File: src/rtl/sv_audio_pkg.sv
// Shared constants and types for the audio PWM output path.
package sv_audio_pkg;

  localparam int SAMPLE_W = 16;
  localparam logic [SAMPLE_W-1:0] OFFSET_BIN = 16'h8000;

  localparam int PWM_BITS_MIN = 4;
  localparam int PWM_BITS_MAX = 12;
  localparam int REPEAT_MIN   = 1;

  typedef enum logic {
    ST_IDLE = 1'b0,
    ST_RUN  = 1'b1
  } pwm_state_e;

  // Signed two's-complement to offset-binary.
  function automatic logic [SAMPLE_W-1:0] to_offset(input logic [SAMPLE_W-1:0] s);
    return s ^ OFFSET_BIN;
  endfunction

endpackage

File: src/rtl/pwm_audio_out_quantizer.sv
// Sample-to-duty conversion: plain truncation, or first-order error feedback
// with saturation when NOISE_SHAPE_EN is defined.
module pwm_duty_quantizer
  import sv_audio_pkg::*;
#(
  parameter int PWM_BITS = 8,
  localparam int RES_W   = SAMPLE_W - PWM_BITS
) (
  input  logic [SAMPLE_W-1:0] sample_i,
`ifdef NOISE_SHAPE_EN
  input  logic [RES_W-1:0]    residue_i,
  output logic [RES_W-1:0]    residue_o,
`endif
  output logic [PWM_BITS-1:0] duty_o
);

  logic [SAMPLE_W-1:0] offset;

  assign offset = to_offset(sample_i);

`ifdef NOISE_SHAPE_EN
  logic [SAMPLE_W:0]   sum;
  logic [SAMPLE_W-1:0] sat;

  assign sum       = {1'b0, offset} + {{(SAMPLE_W + 1 - RES_W){1'b0}}, residue_i};
  // Carry out means the feedback pushed past full scale; clamp to max.
  assign sat       = sum[SAMPLE_W] ? '1 : sum[SAMPLE_W-1:0];
  assign duty_o    = sat[SAMPLE_W-1 -: PWM_BITS];
  assign residue_o = sat[RES_W-1:0];
`else
  logic unused_lsbs;

  assign duty_o      = offset[SAMPLE_W-1 -: PWM_BITS];
  assign unused_lsbs = ^offset[RES_W-1:0];
`endif

endmodule

File: src/rtl/pwm_audio_out.sv
// PWM audio sink: single-entry sample buffer feeding a frame-based PWM generator.
// Optional noise shaping of the duty via macro NOISE_SHAPE_EN.
//
// state   | meaning
// IDLE    | no sample played yet; output low, counters held at 0
// RUN     | PWM running; new duty taken only at frame boundaries
module pwm_audio_out
  import sv_audio_pkg::*;
#(
  parameter int PWM_BITS = 8,
  parameter int REPEAT   = 4
) (
  input  logic                clk,
  input  logic                reset,
  input  logic                tvalid_slave,
  output logic                tready_slave,
  input  logic [SAMPLE_W-1:0] tdata_slave,
  output logic                pwm_out,
  output logic                underrun,
  output logic                active
);

  localparam int REP_W = (REPEAT > 1) ? $clog2(REPEAT) : 1;
  localparam logic [REP_W-1:0]    REP_MAX = REP_W'(REPEAT - 1);
  localparam logic [PWM_BITS-1:0] PER_MAX = '1;

  pwm_state_e          state_q, state_d;
  logic                tready_q;
  logic                pend_valid_q, pend_valid_d;
  logic [SAMPLE_W-1:0] pend_data_q, pend_data_d;
  logic [PWM_BITS-1:0] duty_q, duty_d;
  logic [PWM_BITS-1:0] per_cnt_q, per_cnt_d;
  logic [REP_W-1:0]    rep_cnt_q, rep_cnt_d;
  logic [PWM_BITS-1:0] q_duty;
  logic                xfer;
  logic                boundary;
  logic                load;

`ifdef NOISE_SHAPE_EN
  localparam int RES_W = SAMPLE_W - PWM_BITS;
  logic [RES_W-1:0] residue_q, residue_d;
  logic [RES_W-1:0] q_residue;
`endif

  pwm_duty_quantizer #(
    .PWM_BITS (PWM_BITS)
  ) u_quant (
    .sample_i  (pend_data_q),
`ifdef NOISE_SHAPE_EN
    .residue_i (residue_q),
    .residue_o (q_residue),
`endif
    .duty_o    (q_duty)
  );

  assign xfer         = tvalid_slave & tready_q;
  assign boundary     = (per_cnt_q == PER_MAX) && (rep_cnt_q == REP_MAX);
  assign tready_slave = tready_q;

  always_ff @(posedge clk) begin
    if (!reset) begin
      state_q      <= ST_IDLE;
      tready_q     <= 1'b0;
      pend_valid_q <= 1'b0;
      pend_data_q  <= '0;
      duty_q       <= '0;
      per_cnt_q    <= '0;
      rep_cnt_q    <= '0;
`ifdef NOISE_SHAPE_EN
      residue_q    <= '0;
`endif
    end else begin
      state_q      <= state_d;
      tready_q     <= ~pend_valid_d;
      pend_valid_q <= pend_valid_d;
      pend_data_q  <= pend_data_d;
      duty_q       <= duty_d;
      per_cnt_q    <= per_cnt_d;
      rep_cnt_q    <= rep_cnt_d;
`ifdef NOISE_SHAPE_EN
      residue_q    <= residue_d;
`endif
    end
  end

  always_comb begin
    state_d   = state_q;
    per_cnt_d = per_cnt_q;
    rep_cnt_d = rep_cnt_q;
    load      = 1'b0;
    case (state_q)
      ST_IDLE: begin
        per_cnt_d = '0;
        rep_cnt_d = '0;
        if (pend_valid_q) begin
          load    = 1'b1;
          state_d = ST_RUN;
        end
      end
      ST_RUN: begin
        per_cnt_d = per_cnt_q + 1'b1;
        if (per_cnt_q == PER_MAX) begin
          rep_cnt_d = (rep_cnt_q == REP_MAX) ? '0 : rep_cnt_q + 1'b1;
        end
        // Without a pending sample the current duty simply plays again.
        if (boundary && pend_valid_q) begin
          load = 1'b1;
        end
      end
      default: state_d = ST_IDLE;
    endcase
  end

  always_comb begin
    pend_valid_d = pend_valid_q;
    pend_data_d  = pend_data_q;
    duty_d       = duty_q;
`ifdef NOISE_SHAPE_EN
    residue_d    = residue_q;
`endif
    if (load) begin
      pend_valid_d = 1'b0;
      duty_d       = q_duty;
`ifdef NOISE_SHAPE_EN
      residue_d    = q_residue;
`endif
    end
    // tready is low while a sample is pending, so this never overlaps a load.
    if (xfer) begin
      pend_valid_d = 1'b1;
      pend_data_d  = tdata_slave;
    end
  end

  always_comb begin
    active   = (state_q == ST_RUN);
    pwm_out  = active && (per_cnt_q < duty_q);
    underrun = active && boundary && !pend_valid_q;
  end

endmodule

File: config.mk
export PLATFORM = sky130hd
export DESIGN_NAME = pwm_audio_out
export DESIGN_NICKNAME = d
export VERILOG_FILES = /design/src/rtl/sv_audio_pkg.sv /design/src/rtl/pwm_audio_out_quantizer.sv /design/src/rtl/pwm_audio_out.sv
export SDC_FILE = /design/constraint.sdc
export NUM_CORES = 1
export LEC_CHECK = 0
export CAP_MARGIN = 30
export CORE_MARGIN = 1.5
export CORE_UTILIZATION = 55
export CTS_BUF_LIST = sky130_fd_sc_hd__clkbuf_16
export DETAILED_ROUTE_END_ITERATION = 16
export DONT_BUFFER_PORTS = 1
export PLACE_DENSITY = 0.71
export RECOVER_POWER = 100
export SYNTH_ARGS = -nofsm -noshare
export SYNTH_HDL_FRONTEND = slang
export SYNTH_SLANG_ARGS = --single-unit
File: constraint.sdc
create_clock -name clk -period 1.7 [get_ports clk]
set_clock_uncertainty 0.05 [all_clocks]
set_input_delay 0.255 -clock clk [delete_from_list [all_inputs] [get_ports clk]]
set_output_delay 0.255 -clock clk [all_outputs]
set_load 0.1 [all_outputs]
==> impl_metrics.json, run 1 <==
{
  "status": "finished with violations",
  "failed_checks": "negative setup slack",
  "grt_pass1_vias": 1343,
  "worstMarginPinSlew_ns": 0.636,
  "vdd_drop_max_mv": 0.799,
  "dp.cells": 213,
  "synth_edf_count": 0,
  "wire_per_inst_um": 16.5,
  "setup_viol": 3,
  "final_area_mm2": 0.00193,
  "netlist_area_mm2": 0.00153,
  "viasPerCell": 6.23,
  "drt_wl_total_um": 3660,
  "synth-seq-cells": 29,
  "startpoint_type": "flop",
  "firstDrtPassIters": 4,
  "via_count": 1384,
  "post-route-util": 0.760,
  "crit_buf_inv": 2,
  "slowest_delay_ns": 0.34,
  "swShare": 0.213,
  "fin_ws_ns": -0.329,
  "worstHoldPathType": "in -> reg",
  "p_seq_frac": 0.416,
  "fin_nets": 219,
  "path_max_fanout": 3,
  "syn2layout_area_growth_pct": 26.4,
  "die_h_um": 55.7,
  "maxSlewViolCount": 0,
  "syn-num-nets": 205,
  "drive_above_1_share": 0.245,
  "p_per_area_mw_per_mm2": 881,
  "synthFlopType": "dfxtp_1",
  "grtUsageTotal": 0.259,
  "crit_arrival_ns": 1.72,
  "slew_headroom": 0.576,
  "p_comb_frac": 0.054,
  "critPathSlowestCell": "dfxtp_2",
  "crit_family": "compound AO/OA/AOI/OAI gates",
  "clk_latency_ns": 0.27,
  "dpl_cell_area_mm2": 0.00175,
  "crit_path_end_kind": "output port",
  "fillerInstances": 184,
  "seq_area_frac_synth": 0.379,
  "max_freq_mhz": 493,
  "p_leak_nw": 0.694,
  "path_cells": "inv_2, ha_4, a2111oi_4, o21ai_2, a41oi_4, buf_12",
  "avgSynthCellArea_um2": 8.65,
  "switchingPower_mw": 0.363,
  "hold_viol_final": 0,
  "clock_sinks": 29,
  "cts-buffers-inserted": 5,
  "pwr-share-clk": 0.530,
  "rows": 18,
  "antenna_found_initial": 0,
  "yosys_warnings": 0,
  "grt_overflow": 0,
  "post-dp-hpwl_um": 2250,
  "core_area_mm2": 0.00254,
  "tritoncts": "built",
  "fin_crit_sh": 1.19,
  "ys_types": 31,
  "drc_errors": 0,
  "num_io_pins": 23,
  "die_area_mm2": 0.00311,
  "drtIter0Drc": 43,
  "postRouteAntennaNets": 0,
  "drv_cap": 0,
  "h-tree-depth": 2,
  "start_util": 0.601,
  "fin_hold_ws_ns": 0.0508,
  "required_ns": 1.39,
  "grt_start_max_net_pins": 31,
  "root_buffer": "clkbuf_16",
  "gp_congestion": 0.690,
  "die_width_um": 55.7,
  "min_period_ns": 2.03,
  "grt_pass1_wl_um": 6330,
  "max-clock-path-buffers": 2,
  "rsz0062_at_grt": "true",
  "synthArstFlopShare": 0,
  "clk_pin_slew_ns": 0.05,
  "synth_cells": 177,
  "finalNonFillerCells": 222,
  "hold_buffers": 0,
  "crit_type": "reg -> out",
  "intPower_mw": 1.34,
  "diodes": 0,
  "fin_tns_setup_ns": -0.629,
  "io_buffers": 0
}
layout make-up:
class | count | area, um2 | share of cell area
Tap cell | 30 | 37.5 | 0.0194
Timing Repair Buffer | 18 | 144 | 0.0744
Clock buffer | 6 | 150 | 0.0776
Clock inverter | 2 | 7.51 | 0.00388
Inverter | 8 | 30.0 | 0.0155
Multi-Input combinational cell | 129 | 963 | 0.498
Sequential cell | 29 | 602 | 0.311
synthesized netlist by cell type, drive strengths merged (4+ instances only):
cell type	n	area [um2]
dfxtp	29	581
a21boi	9	67.6
clkbuf	10	37.5
o211ai	18	135
o21ai	14	70.1
nor2	4	15.0
nand2	14	52.6
and3b	7	61.3
nor2b	8	50.1
ha	9	113
inv	8	30.0
nand3	18	90.1
a21oi	4	20.0
timing repair:
item / CTS / global route
buffers inserted: 0 / 1
pin swaps: 4 / 3
setup endpoints to repair: 2 / 2
endpoints found under the hold margin: 0 / 0
gates resized for setup: 13 / 4
power groups by stage:
stage / logic [mW] / registers, mW / clock network (mW)
2_1_floorplan: 0.0631 / 0.743 / 0
3_3_place_gp: 0.0901 / 0.725 / 0
3_5_place_dp: 0.0931 / 0.727 / 0
4_1_cts: 0.0944 / 0.712 / 0.918
5_1_grt: 0.100 / 0.712 / 0.946
6_report: 0.0920 / 0.710 / 0.903
metrics by stage:
stage / total power [mW] / setup slack [ns]
CTS: 1.72 / -0.319
floorplan: 0.806 / -0.494
global route: 1.76 / -0.381
finish: 1.70 / -0.329
detailed placement: 0.820 / -0.117
global placement: 0.815 / -0.0716
final timing paths:
check / slack [ns] / from / cells after the start / to
worst min register to register: 0.44 / pend_data_q[11] / 2 / pend_data_q[11]
worst min-delay path: 0.05 / reset / 1 / active
worst max register to register: -0.01 / per_cnt_q[1] / 6 / duty_q[7]
worst max-delay path: -0.33 / duty_q[3] / 6 / pwm_out
metal layers:
layer	GRT usage	routed length [um]	vias to the layer above
li1	-	-	680
met5	0	0	-
met3	0.0512	118	6
met1	0.332	1600	670
met2	0.422	1880	28
met4	0.108	59	0
kinds of logic (layout without fill, tap and decap cells):
family | count (synthesis) | after routing | share of synthesized area
buf+inv | 19 | 34 | 0.0515
flops | 29 | 29 | 0.379
xor+xnor | 3 | 3 | 0.0172
compound gates | 50 | 50 | 0.223
simple gates | 67 | 67 | 0.255
fa+ha+maj | 9 | 9 | 0.0736
state kept, by name, summed over array words and instances, names as in the netlist:
name	cells
active	1
duty_q	8
pend_data_q	8
pend_valid_q	1
per_cnt_q	8
rep_cnt_q	2
tready_slave	1
cells in the final DEF, fill, tap and decap left out, types with 2 or more instances in the layout:
cell type,netlist,routed
and3_1,2,2
ha_1,9,4
ha_2,0,3
clkbuf_16,0,6
buf_4,0,10
ha_4,0,2
nor2b_1,8,8
xnor2_1,2,2
nand3_1,18,18
clkbuf_2,0,5
nand2_1,14,14
and3b_1,7,7
inv_1,8,7
nand4_1,2,2
dfxtp_1,29,20
dfxtp_2,0,5
o21ai_0,14,13
a21oi_1,4,4
a21boi_0,9,9
buf_12,0,2
o211ai_1,18,18
inv_2,0,2
nor2_1,4,4
or3_1,3,3
dfxtp_4,0,4
Power figures use the tool's default switching activity.
==> run 2: changes to the inputs <==
--- a/config.mk
+++ b/config.mk
@@ -13,6 +13,7 @@
 export DONT_BUFFER_PORTS = 1
 export PLACE_DENSITY = 0.71
 export RECOVER_POWER = 100
+export SETUP_SLACK_MARGIN = 0.1
 export SYNTH_ARGS = -nofsm -noshare
 export SYNTH_HDL_FRONTEND = slang
 export SYNTH_SLANG_ARGS = --single-unit
==> run 2 against run 1 <==
The flow still finishes with violations (negative setup slack). Cell area did not move. Via count fell by 0.36%. Critical path depth did not move. Combinational power barely moved. Setup slack improved by 0.0077 ns. Routed wire length barely moved. Core utilization did not move. Non-clock buffer count did not move. Global-route usage did not move. Maximum frequency rose by 0.38%. Die area did not move. First-iteration DRC count rose by 7.0%. Largest cell class unchanged.
==> impl_metrics.json, run 2 (synthesized netlist as in run 1, its figures left out) <==
{
  "wire_per_inst_um": 16.5,
  "antenna_found_initial": 0,
  "clk_latency_ns": 0.27,
  "drt_wl_total_um": 3660,
  "core_area_mm2": 0.00254,
  "root_buffer": "clkbuf_16",
  "grt_pass1_wl_um": 6330,
  "firstDrtPassIters": 4,
  "die_width_um": 55.7,
  "setup_viol": 2,
  "post-route-util": 0.760,
  "rsz0062_at_grt": "true",
  "post-dp-hpwl_um": 2250,
  "fin_nets": 219,
  "cts-buffers-inserted": 5,
  "required_ns": 1.39,
  "slew_headroom": 0.576,
  "via_count": 1379,
  "r2r_setup_slack_ns": 0.03,
  "grtUsageTotal": 0.259,
  "viasPerCell": 6.21,
  "postRouteAntennaNets": 0,
  "layout_common_cells": "dfxtp_1, o211ai_1, nand3_1",
  "io_buffers": 0,
  "clk_pin_slew_ns": 0.05,
  "failed_checks": "negative setup slack",
  "setup.worst_path.end": "pwm_out",
  "critPathLaunch": "duty_q[3]",
  "num_io_pins": 23,
  "drv_cap": 0,
  "maxSlewViolCount": 0,
  "ff2ff_path_depth": 6,
  "grt_overflow": 0,
  "syn2layout_area_growth_pct": 26.4,
  "clock_sinks": 29,
  "p_leak_nw": 0.694,
  "rows": 18,
  "fin_hold_ws_ns": 0.0496,
  "hold_buffers": 0,
  "grt_pass1_vias": 1343,
  "fin_ws_ns": -0.321,
  "gp_congestion": 0.690,
  "crit_arrival_ns": 1.72,
  "rr_startpoint": "per_cnt_q[1]",
  "h-tree-depth": 2,
  "max_freq_mhz": 495,
  "reg_top3": "duty_q: 8 flops, pend_data_q: 8 flops, per_cnt_q: 8 flops",
  "drtIter0Drc": 46,
  "r2r-end": "duty_q[7]",
  "diodes": 0,
  "finalPower_mw": 1.70,
  "final_common_cell": "dfxtp_1",
  "start_util": 0.601,
  "final_area_mm2": 0.00193,
  "dpl_cell_area_mm2": 0.00175,
  "p_per_area_mw_per_mm2": 881,
  "min_period_ns": 2.02,
  "die_h_um": 55.7,
  "worstMarginPinSlew_ns": 0.636,
  "drc_errors": 0,
  "crit_path_end_kind": "output port",
  "crit_type": "reg -> out",
  "hold_viol_final": 0,
  "path_max_fanout": 3,
  "grt_start_max_net_pins": 31,
  "worstHoldPathType": "in -> reg",
  "max-clock-path-buffers": 2,
  "status": "finished with violations",
  "drive_above_1_share": 0.245,
  "fin_crit_sh": 1.19,
  "vdd_drop_max_mv": 0.799,
  "tritoncts": "built",
  "die_area_mm2": 0.00311,
  "startpoint_type": "flop"
}
==> run 2: layer usage <==
| layer | wire [um] | vias to the layer above | track usage |
|---|---|---|---|
| li1 | - | 678 | - |
| met1 | 1600 | 661 | 0.332 |
| met4 | 59 | 0 | 0.108 |
| met2 | 1880 | 34 | 0.422 |
| met5 | 0 | - | 0 |
| met3 | 127 | 6 | 0.0512 |
==> run 2: area by class of cell <==
type,instances,area (um2)
fill,184,611
clock buffer,6,150
inverter,8,30.0
multi-input combinational,129,963
tap,30,37.5
timing repair buffer,18,144
clock inverter,2,7.51
sequential,29,602
==> run 2: timing repair <==
action                                 in CTS  in global routing
pin swaps                                   4                  4
gates resized for setup                    13                  4
buffers inserted                            0                  1
setup endpoints to repair                   2                  2
endpoints found under the hold margin       0                  0
==> run 2: worst min path at each step <==
stage / from / endpoint / slack (ns) / cells past startpoint
final: reset / active / 0.05 / 1
after global routing: reset / active / 0.05 / 1
after CTS: reset / active / 0.05 / 1
after detailed placement: reset / active / 0.33 / 1
after global placement: reset / active / 0.33 / 1
after floorplan: tdata_slave[10] / pend_data_q[10] / 0.36 / 2
==> run 2: worst max-delay path, stage by stage (launching register included) <==
cell and delay (ns):
dfxtp_2 0.35, inv_2 0.05, ha_4 0.22, a2111oi_4 0.31, o21ai_2 0.14, a41oi_4 0.18, buf_12 0.20
==> run 2: report_power, final <==
part / internal (mW) / leakage, nW / switching, mW
registers: 0.693 / 0.241 / 0.0169
clock network: 0.618 / 0.0808 / 0.285
logic: 0.0307 / 0.372 / 0.0612
total: 1.34 / 0.694 / 0.363
==> run 2: stage by stage <==
| step | setup slack (ns) | TNS [ns] | instances |
|---|---|---|---|
| 6_report | -0.321 | -0.611 | 222 |
| 5_1_grt | -0.381 | -0.798 | 222 |
| 4_1_cts | -0.319 | -0.500 | 221 |
| 3_5_place_dp | -0.117 | -0.117 | 213 |
| 3_3_place_gp | -0.0716 | -0.0716 | 213 |
| 2_1_floorplan | -0.494 | -0.714 | 177 |
